<file path="config.mk">
export PLATFORM = sky130hd
export DESIGN_NAME = risc16_control_fsm
export DESIGN_NICKNAME = d
export VERILOG_FILES = /design/src/rtl/risc16_control_fsm.sv
export SDC_FILE = /design/constraint.sdc
export NUM_CORES = 1
export LEC_CHECK = 0
export ABC_CLOCK_PERIOD_IN_PS = 1300
export CORE_MARGIN = 2
export CORE_UTILIZATION = 39
export CTS_BUF_LIST = sky130_fd_sc_hd__clkbuf_8
export CTS_CLUSTER_DIAMETER = 120
export DETAILED_ROUTE_END_ITERATION = 8
export PLACE_DENSITY = 0.8
export REMOVE_ABC_BUFFERS = 1
export SETUP_SLACK_MARGIN = 0.5
export SLEW_MARGIN = 40
export SYNTH_ARGS = -nofsm -noshare
export SYNTH_HDL_FRONTEND = slang
export SYNTH_SLANG_ARGS = --single-unit
export TNS_END_PERCENT = 100
</file>
<file path="constraint.sdc">
create_clock -name clk -period 1.3 [get_ports clk]
set_clock_uncertainty 0.05 [all_clocks]
set_input_delay 0.26 -clock clk [delete_from_list [all_inputs] [get_ports clk]]
set_output_delay 0.26 -clock clk [all_outputs]
set_load 0.02 [all_outputs]
</file>
<file path="src/rtl/risc16_control_fsm.sv">
// Multi-cycle control sequencer for the RiSC-16 datapath: decodes the latched
// instruction and steps FETCH/DECODE/EXEC/MEM/WB with a memory watchdog.
module risc16_control_fsm #(
    parameter int unsigned TIMEOUT_CYCLES = 255
) (
    input  logic        clk,
    input  logic        rst,
    input  logic [15:0] instruction,
    input  logic        eq,
    input  logic        mem_ready,
    output logic        mem_req,
    output logic        mem_we,
    output logic        mem_addr_sel,
    output logic        ir_we,
    output logic        pc_we,
    output logic [1:0]  MUX_pc,
    output logic [1:0]  MUX_tgt,
    output logic        MUX_rf,
    output logic        WE_rf,
    output logic [1:0]  alu_op,
    output logic        alu_src,
    output logic        halted,
    output logic        err
);

    localparam int CW = (TIMEOUT_CYCLES < 2) ? 1 : $clog2(TIMEOUT_CYCLES + 1);

    // Opcode map: LW is 100 and SW is 101 in this datapath.
    localparam logic [2:0] OP_ADD  = 3'b000;
    localparam logic [2:0] OP_ADDI = 3'b001;
    localparam logic [2:0] OP_NAND = 3'b010;
    localparam logic [2:0] OP_LUI  = 3'b011;
    localparam logic [2:0] OP_LW   = 3'b100;
    localparam logic [2:0] OP_SW   = 3'b101;
    localparam logic [2:0] OP_BEQ  = 3'b110;
    localparam logic [2:0] OP_JALR = 3'b111;

    typedef enum logic [2:0] {
        FETCH  = 3'd0,
        DECODE = 3'd1,
        EXEC   = 3'd2,
        MEM    = 3'd3,
        WB     = 3'd4,
        HALT   = 3'd5,
        ERR    = 3'd6
    } state_t;

    state_t        state_reg;
    state_t        state_next;
    logic [CW-1:0] wait_reg;

    logic [2:0] opcode;
    logic       imm_zero;
    logic       reads_ra;
    logic [1:0] alu_op_dec;
    logic       alu_src_dec;
    logic       unused_bits;

    assign opcode      = instruction[15:13];
    assign imm_zero    = (instruction[6:0] == 7'd0);
    assign reads_ra    = (opcode == OP_SW) || (opcode == OP_BEQ);
    assign unused_bits = ^instruction[12:7];

    always_comb begin
        alu_op_dec  = 2'b00;
        alu_src_dec = 1'b0;
        case (opcode)
            OP_ADD:                 begin alu_op_dec = 2'b00; alu_src_dec = 1'b0; end
            OP_ADDI, OP_LW, OP_SW:  begin alu_op_dec = 2'b00; alu_src_dec = 1'b1; end
            OP_NAND:                alu_op_dec = 2'b01;
            OP_LUI:                 alu_op_dec = 2'b10;
            default:                alu_op_dec = 2'b00;
        endcase
    end

    always_comb begin
        mem_req      = 1'b0;
        mem_we       = 1'b0;
        mem_addr_sel = 1'b0;
        ir_we        = 1'b0;
        pc_we        = 1'b0;
        MUX_pc       = 2'b00;
        MUX_tgt      = 2'b00;
        MUX_rf       = 1'b0;
        WE_rf        = 1'b0;
        alu_op       = 2'b00;
        alu_src      = 1'b0;
        state_next   = state_reg;
        if (rst) begin
            state_next = FETCH;
        end else begin
            case (state_reg)
                FETCH: begin
                    mem_req = 1'b1;
                    if (mem_ready) begin
                        ir_we      = 1'b1;
                        state_next = DECODE;
                    end
                end
                DECODE: begin
                    MUX_rf     = reads_ra;
                    state_next = EXEC;
                end
                EXEC: begin
                    MUX_rf  = reads_ra;
                    alu_op  = alu_op_dec;
                    alu_src = alu_src_dec;
                    case (opcode)
                        OP_BEQ: begin
                            pc_we      = 1'b1;
                            MUX_pc     = eq ? 2'b01 : 2'b00;
                            state_next = FETCH;
                        end
                        OP_JALR: begin
                            // Nonzero imm7 on JALR is the halt encoding.
                            if (imm_zero) begin
                                WE_rf      = 1'b1;
                                MUX_tgt    = 2'b10;
                                pc_we      = 1'b1;
                                MUX_pc     = 2'b10;
                                state_next = FETCH;
                            end else begin
                                state_next = HALT;
                            end
                        end
                        OP_LW, OP_SW: state_next = MEM;
                        default:      state_next = WB;
                    endcase
                end
                MEM: begin
                    MUX_rf       = reads_ra;
                    alu_op       = alu_op_dec;
                    alu_src      = alu_src_dec;
                    mem_req      = 1'b1;
                    mem_addr_sel = 1'b1;
                    mem_we       = (opcode == OP_SW);
                    if (mem_ready) begin
                        if (opcode == OP_SW) begin
                            pc_we      = 1'b1;
                            state_next = FETCH;
                        end else begin
                            state_next = WB;
                        end
                    end
                end
                WB: begin
                    alu_op     = alu_op_dec;
                    alu_src    = alu_src_dec;
                    WE_rf      = 1'b1;
                    MUX_tgt    = (opcode == OP_LW) ? 2'b00 : 2'b01;
                    pc_we      = 1'b1;
                    state_next = FETCH;
                end
                HALT, ERR: state_next = state_reg;
                default:   state_next = FETCH;
            endcase
            // The wait that would bring the counter up to the limit trips the watchdog.
            if (TIMEOUT_CYCLES != 0 && mem_req && !mem_ready &&
                32'(wait_reg) == TIMEOUT_CYCLES - 1) begin
                state_next = ERR;
            end
        end
    end

    assign halted = !rst && (state_reg == HALT);
    assign err    = !rst && (state_reg == ERR);

    always_ff @(posedge clk) begin
        if (rst) begin
            state_reg <= FETCH;
            wait_reg  <= '0;
        end else begin
            state_reg <= state_next;
            if (mem_req && !mem_ready && state_next == state_reg) begin
                wait_reg <= wait_reg + CW'(1);
            end else begin
                wait_reg <= '0;
            end
        end
    end

endmodule

</file>
==> Word level (Yosys, flattened, before mapping) <==
Cells that the tools add are included.
{ "word_totals": {"mem_bits_rw": 0, "in_bits": 20, "output_inout_bits": 16, "elab_cells": 81, "memories": 0, "reg_bits": 11, "rom_bits": 0, "latchBits": 0} }
{ "op_classes": {"multipliers": 0, "eq_ne": 15, "n_bitwise": 1, "n_div": 0, "order_cmp": 0, "muxes": 44, "shift": 0, "add_sub_neg": 1, "n_reduce_logical": 18} }
{ "op_table": {"columns": ["operator", "n"], "rows": [
  ["1-bit two-way mux", 23],
  ["3-bit == test (second input constant)", 7],
  ["3-bit two-way mux", 6],
  ["3-bit one-hot mux with 5 select lines", 1],
  ["2-bit two-way mux", 7],
  ["3-bit by 2-bit == test with 1-bit output (second input constant)", 4],
  ["2-bit one-hot mux with 2 select lines", 3],
  ["3-bit one-hot mux with 3 select lines", 1],
  ["3-bit OR reduction", 3],
  ["8-bit by 1-bit adder with 8-bit output (second input constant)", 1],
  ["8-bit == test (second input constant)", 1],
  ["2-bit OR reduction", 4],
  ["7-bit logical NOT", 1],
  ["3-bit by 1-bit == test with 1-bit output (second input constant)", 2],
  ["1-bit logical AND", 6],
  ["1-bit one-hot mux with 2 select lines", 2],
  ["3-bit == test", 1],
  ["3-bit logical NOT", 1],
  ["1-bit one-hot mux with 3 select lines", 1],
  ["1-bit logical NOT", 2],
  ["1-bit logical OR", 1],
  ["1-bit NOT", 1]
]} }

==> Logic depth before layout (Yosys ltp) <==
{ "logic_depth": {"ltp_word": 12, "ltp_mapped": 5} }

==> Worst setup path after synthesis <==
Ideal clock, no wire load.
{ "synth_path": {"path_kind": "register to output", "from": "reg state_reg[1]", "to": "out WE_rf", "path_buffers": 1, "path_stages_with_launch": 6, "path_slack_ns": -0.742, "t_arrival_ns": 1.732, "path_cell_list": "dfxtp_1 buf_6 nor2b_4 nand3_2 nor4_1 or2_1"} }
{ "synth_via": {"elab_chain_cells": 3} }
{ "synth_lines": {"columns": ["element", "line", "text"], "rows": [
  ["from (decl)", "48", "state_t state_reg;"],
  ["from (signal assigned)", "173", "state_reg <= state_next;"],
  ["3-bit == test / 3-bit by 2-bit == test with 1-bit output (equally long branches)", "92", "case (state_reg)"],
  ["1-bit one-hot mux with 2 select lines *", "92", null],
  ["1-bit two-way mux *", "89", "if (rst) begin"],
  ["to (decl)", "19", "output logic WE_rf,"]
]} }
Every way passes the cells marked *; elsewhere a longest branch is shown, timed or not.

==> Worst setup path after layout <==
{ "layout_path": {"from": "reg state_reg[0]", "to": "out WE_rf"} }
Same word-level chain as after synthesis.

==> impl_summary.txt <==
----------------------------------------------------
[Timing]
  Achievable Freq ... 527 MHz
  Final sum of negative setup slack ... -12260 ps
  Rel. slew slack ... approximately 75%
  Setup repair after global routing missed its margin ... true
  Final-report setup violation count ... 27
  Final hold viol count ... 0
  Worst hold slack ... about 550 ps
  Period utilization ... 146%
  Final min period ... ~1900 ps
  Final slew viol count ... 0
  Worst Slack Setup Final ... -597 ps
  Tightest Pin Transition ... roughly 370 ps

[Synthesis]
  Post-synth EDFFs ... 0
  Count of different cell masters after synthesis ... 43
  Count of mapped cells out of synthesis ... about 100
  Synthesized flop and latch total ... 11
  Register area share after synthesis ... approximately a quarter
  Area of the mapped netlist ... between 800 and 900 um^2
  Syn avg cell area ... between 8 and 9 um^2
  Top cell type's share of synthesized area ... a little over a quarter
  Prevailing post-synth register cell ... dfxtp_1
  Area leader, netlist ... dfxtp_1
  Synth async-reset ratio ... 0%
  Number of warning messages in the yosys log ... 0
  Top area cells in the synthesized netlist ... dfxtp_1 (27%), nor2_1 (5.9%), nor3_1 (4.2%)

[Drt]
  Initial detailed-routing violation count ... 83
  Vias per cell ... 6.06
  Count of unresolved DRC violations after routing ... 0
  Count of antenna-violating nets left after detailed routing ... 0
  Wire length after detailed routing ... a little over 5000 um
  Routed via count ... around 1300
  First-pass detailed-route iteration total ... 4
  Routed wirelength normalized by instance count ... around 24 um

[Layout]
  Share of the core filled with cells in the final layout ... between 90% and 100%
  Most frequent cells in the layout ... buf_4 (42), buf_6 (22), dfxtp_1 (8), dlygate4sd2_1 (7), nand2_1 (6)
  Synth-to-Final Area Change ... 126%
  Commonest non-fill, non-tap cell in the layout ... buf_4
  Storage element area ... ~230 um^2
  Fill cell instance count of the final layout ... 65
  Area of the multi-input gates ... about 840 um^2
  Final net count ... between 200 and 250
  Largest register FFs ... 8
  Share of post-route cells with drive strength above 1 ... between 60 and 70%
  Number of antenna cells inserted ... 0

[Place]
  Number of port buffers ... 29
  Placer's final routability congestion estimate ... 0.865
  Minimum setup slack after placement ... -1090 ps
  HPWL Detailed ... slightly below 2000 um

[CTS]
  Inserted Clock Buffers ... 3
  Max Buffers Root-to-Sink ... 2
  Insertion delay of the later-clocked pin in the worst-skew pair ... 260 ps
  TritonCTS clock tree ... built
  CTS clk-pin slew, worst paths ... 60 ps
  Number of sinks on the clock net ... 11
  Number of levels in the clock H-tree ... 1
  CTS root buf ... clkbuf_8

[Global route]
  Vias in the first global route ... between 1000 and 1500
  Initial antenna violation count ... 0
  Wire length of the first global-routing pass ... roughly 6700 um
  Remaining Overflow, GRT ... 0
  Largest net degree at the start of global routing ... 9
  GRT Resource Usage Total ... approximately 37%

[Worst setup path]
  Crit Path Class ... flip-flop to output pin
  Crit. Startpoint ... state_reg[0]
  Reg-to-reg critical path startpoint ... state_reg[0]
  Dominant cell type by count on the critical path ... buf_6
  Crit path required time ... 990 ps
  Worst EP arrival ... 1590 ps
  Highest net fanout along the worst path ... 4
  Reg-to-reg endpoint ... state_reg[2]
  Worst r2r path cells ... 8
  Critical Path Max Stage Delay ... between 300 and 400 ps
  Slack of the worst reg-to-reg path ... -480 ps
  Startpoint Class ... flip-flop
  Total number of cells along the worst setup path ... 6
  Kind of capture point of the worst setup path ... output pin
  Family with the most delay on the worst path ... simple AND/OR/NAND/NOR gates
  Max stage delay cell, worst path ... dfxtp_2
  Critical path buffers and inverters ... 2
  Sequence of cells on the critical path ... buf_6, nor2b_4, nand3_4, nor4_4, or2_1, buf_6
  Destination of the critical timing path ... WE_rf

[Run status]
  Failing checks ... setup timing
  Outcome ... complete, but fails checks

[Floorplanning]
  Top-Level Pins ... 36
  Core Area ... just under 0.002 mm^2
  Die area ... approximately 0.0025 mm^2
  Vert. Die Dim ... ~50 um
  Row Count ... 16
  Initial core utilization ... 41.6%
  DIE WIDTH ... approximately 50 um

[Power]
  Largest voltage drop on the vdd net ... about 0.0011 V
  Cell leakage power ... about 0.78 nW
  Power per cell area ... 723 mW/mm^2

[Min path]
  Hold Path Class ... flip-flop to flip-flop

[Flow run]
  Maximum Capacitance Violations ... 0

----------------------------------------------------
-- synth_stat cells, types with 2 or more instances --
cell and count:
a21oi_1 3, a221oi_1 2, a32oi_1 2, and3_1 2, clkbuf_1 2, dfxtp_1 11
ha_1 2, inv_1 4, nand2_1 7, nand2b_1 2, nand3_1 3, nor2_1 13
nor2b_1 3, nor3_1 7, nor4_1 3, nor4b_1 4, o21ai_0 2, xnor2_1 4
xor2_1 3
-- cell families after synthesis --
logic type      after synthesis  synth area share [%]
simple gates                 55                  39.0
compound gates               17                  15.0
flops                        11                  26.7
buf+inv                       9                  5.61
xor+xnor                      8                  9.41
fa+ha+maj                     2                  3.03
mux                           1                  1.21
-- tightest hold or removal path: cells and delay by family, from the launching register on --
| family | cells | cell delay, ps |
|---|---|---|
| buffers and inverters | 1 | 160 |
| DFF | 1 | 350 |
| and+or+nand+nor | 1 | 40 |
-- worst min path at each step --
stage,from,endpoint,slack (ps),cells after the start
after floorplan,rst,state_reg[0],290,1
after global placement,wait_reg[7],wait_reg[7],460,2
after detailed placement,wait_reg[7],wait_reg[7],470,2
after CTS,wait_reg[0],wait_reg[0],490,2
after global routing,wait_reg[0],wait_reg[0],560,2
final,wait_reg[0],wait_reg[0],550,2
-- per-stage QoR --
step / area (um^2) / std cells / total power, mW
final: 1860 / 208 / 1.35
after global routing: 1860 / 208 / 1.39
after CTS: 1680 / 202 / 1.18
after detailed placement: 1340 / 184 / 0.694
after global placement: 1340 / 184 / 0.683
after floorplan: 793 / 98 / 0.499
-- routing by layer --
| layer | vias up | global-route usage (%) | routed length, um |
|---|---|---|---|
| li1 | 527 | - | - |
| met1 | 596 | 40.4 | 1930 |
| met2 | 101 | 61.2 | 2440 |
| met3 | 37 | 11.5 | 391 |
| met4 | 0 | 24.5 | 340 |
| met5 | - | 0 | 0 |
-- area by class of cell --
class | count | area share (%)
clock buffer | 3 | 2.21
clock inverter | 1 | 0.268
inverter | 4 | 0.805
multi-input combinational | 83 | 44.8
sequential | 11 | 12.3
tap | 27 | 1.81
timing repair buffer | 79 | 37.8
-- report_power, final --
group / leakage, nW / internal [mW] / switching, mW / total, mW
combinational: 0.660 / 0.314 / 0.293 / 0.607
clock: 0.0255 / 0.213 / 0.160 / 0.373
sequential: 0.0910 / 0.349 / 0.0200 / 0.369
total: 0.776 / 0.876 / 0.473 / 1.35
-- what timing repair did --
action                                  4_1_cts  5_1_grt
resized for setup                           152       38
setup buffers                                14        6
hold buffers                                  0        0
endpoints found under the setup margin       27       27
endpoints found under the hold margin         0        0
pin swaps                                    24       16
No activity file was read; power rests on OpenSTA's default activity.
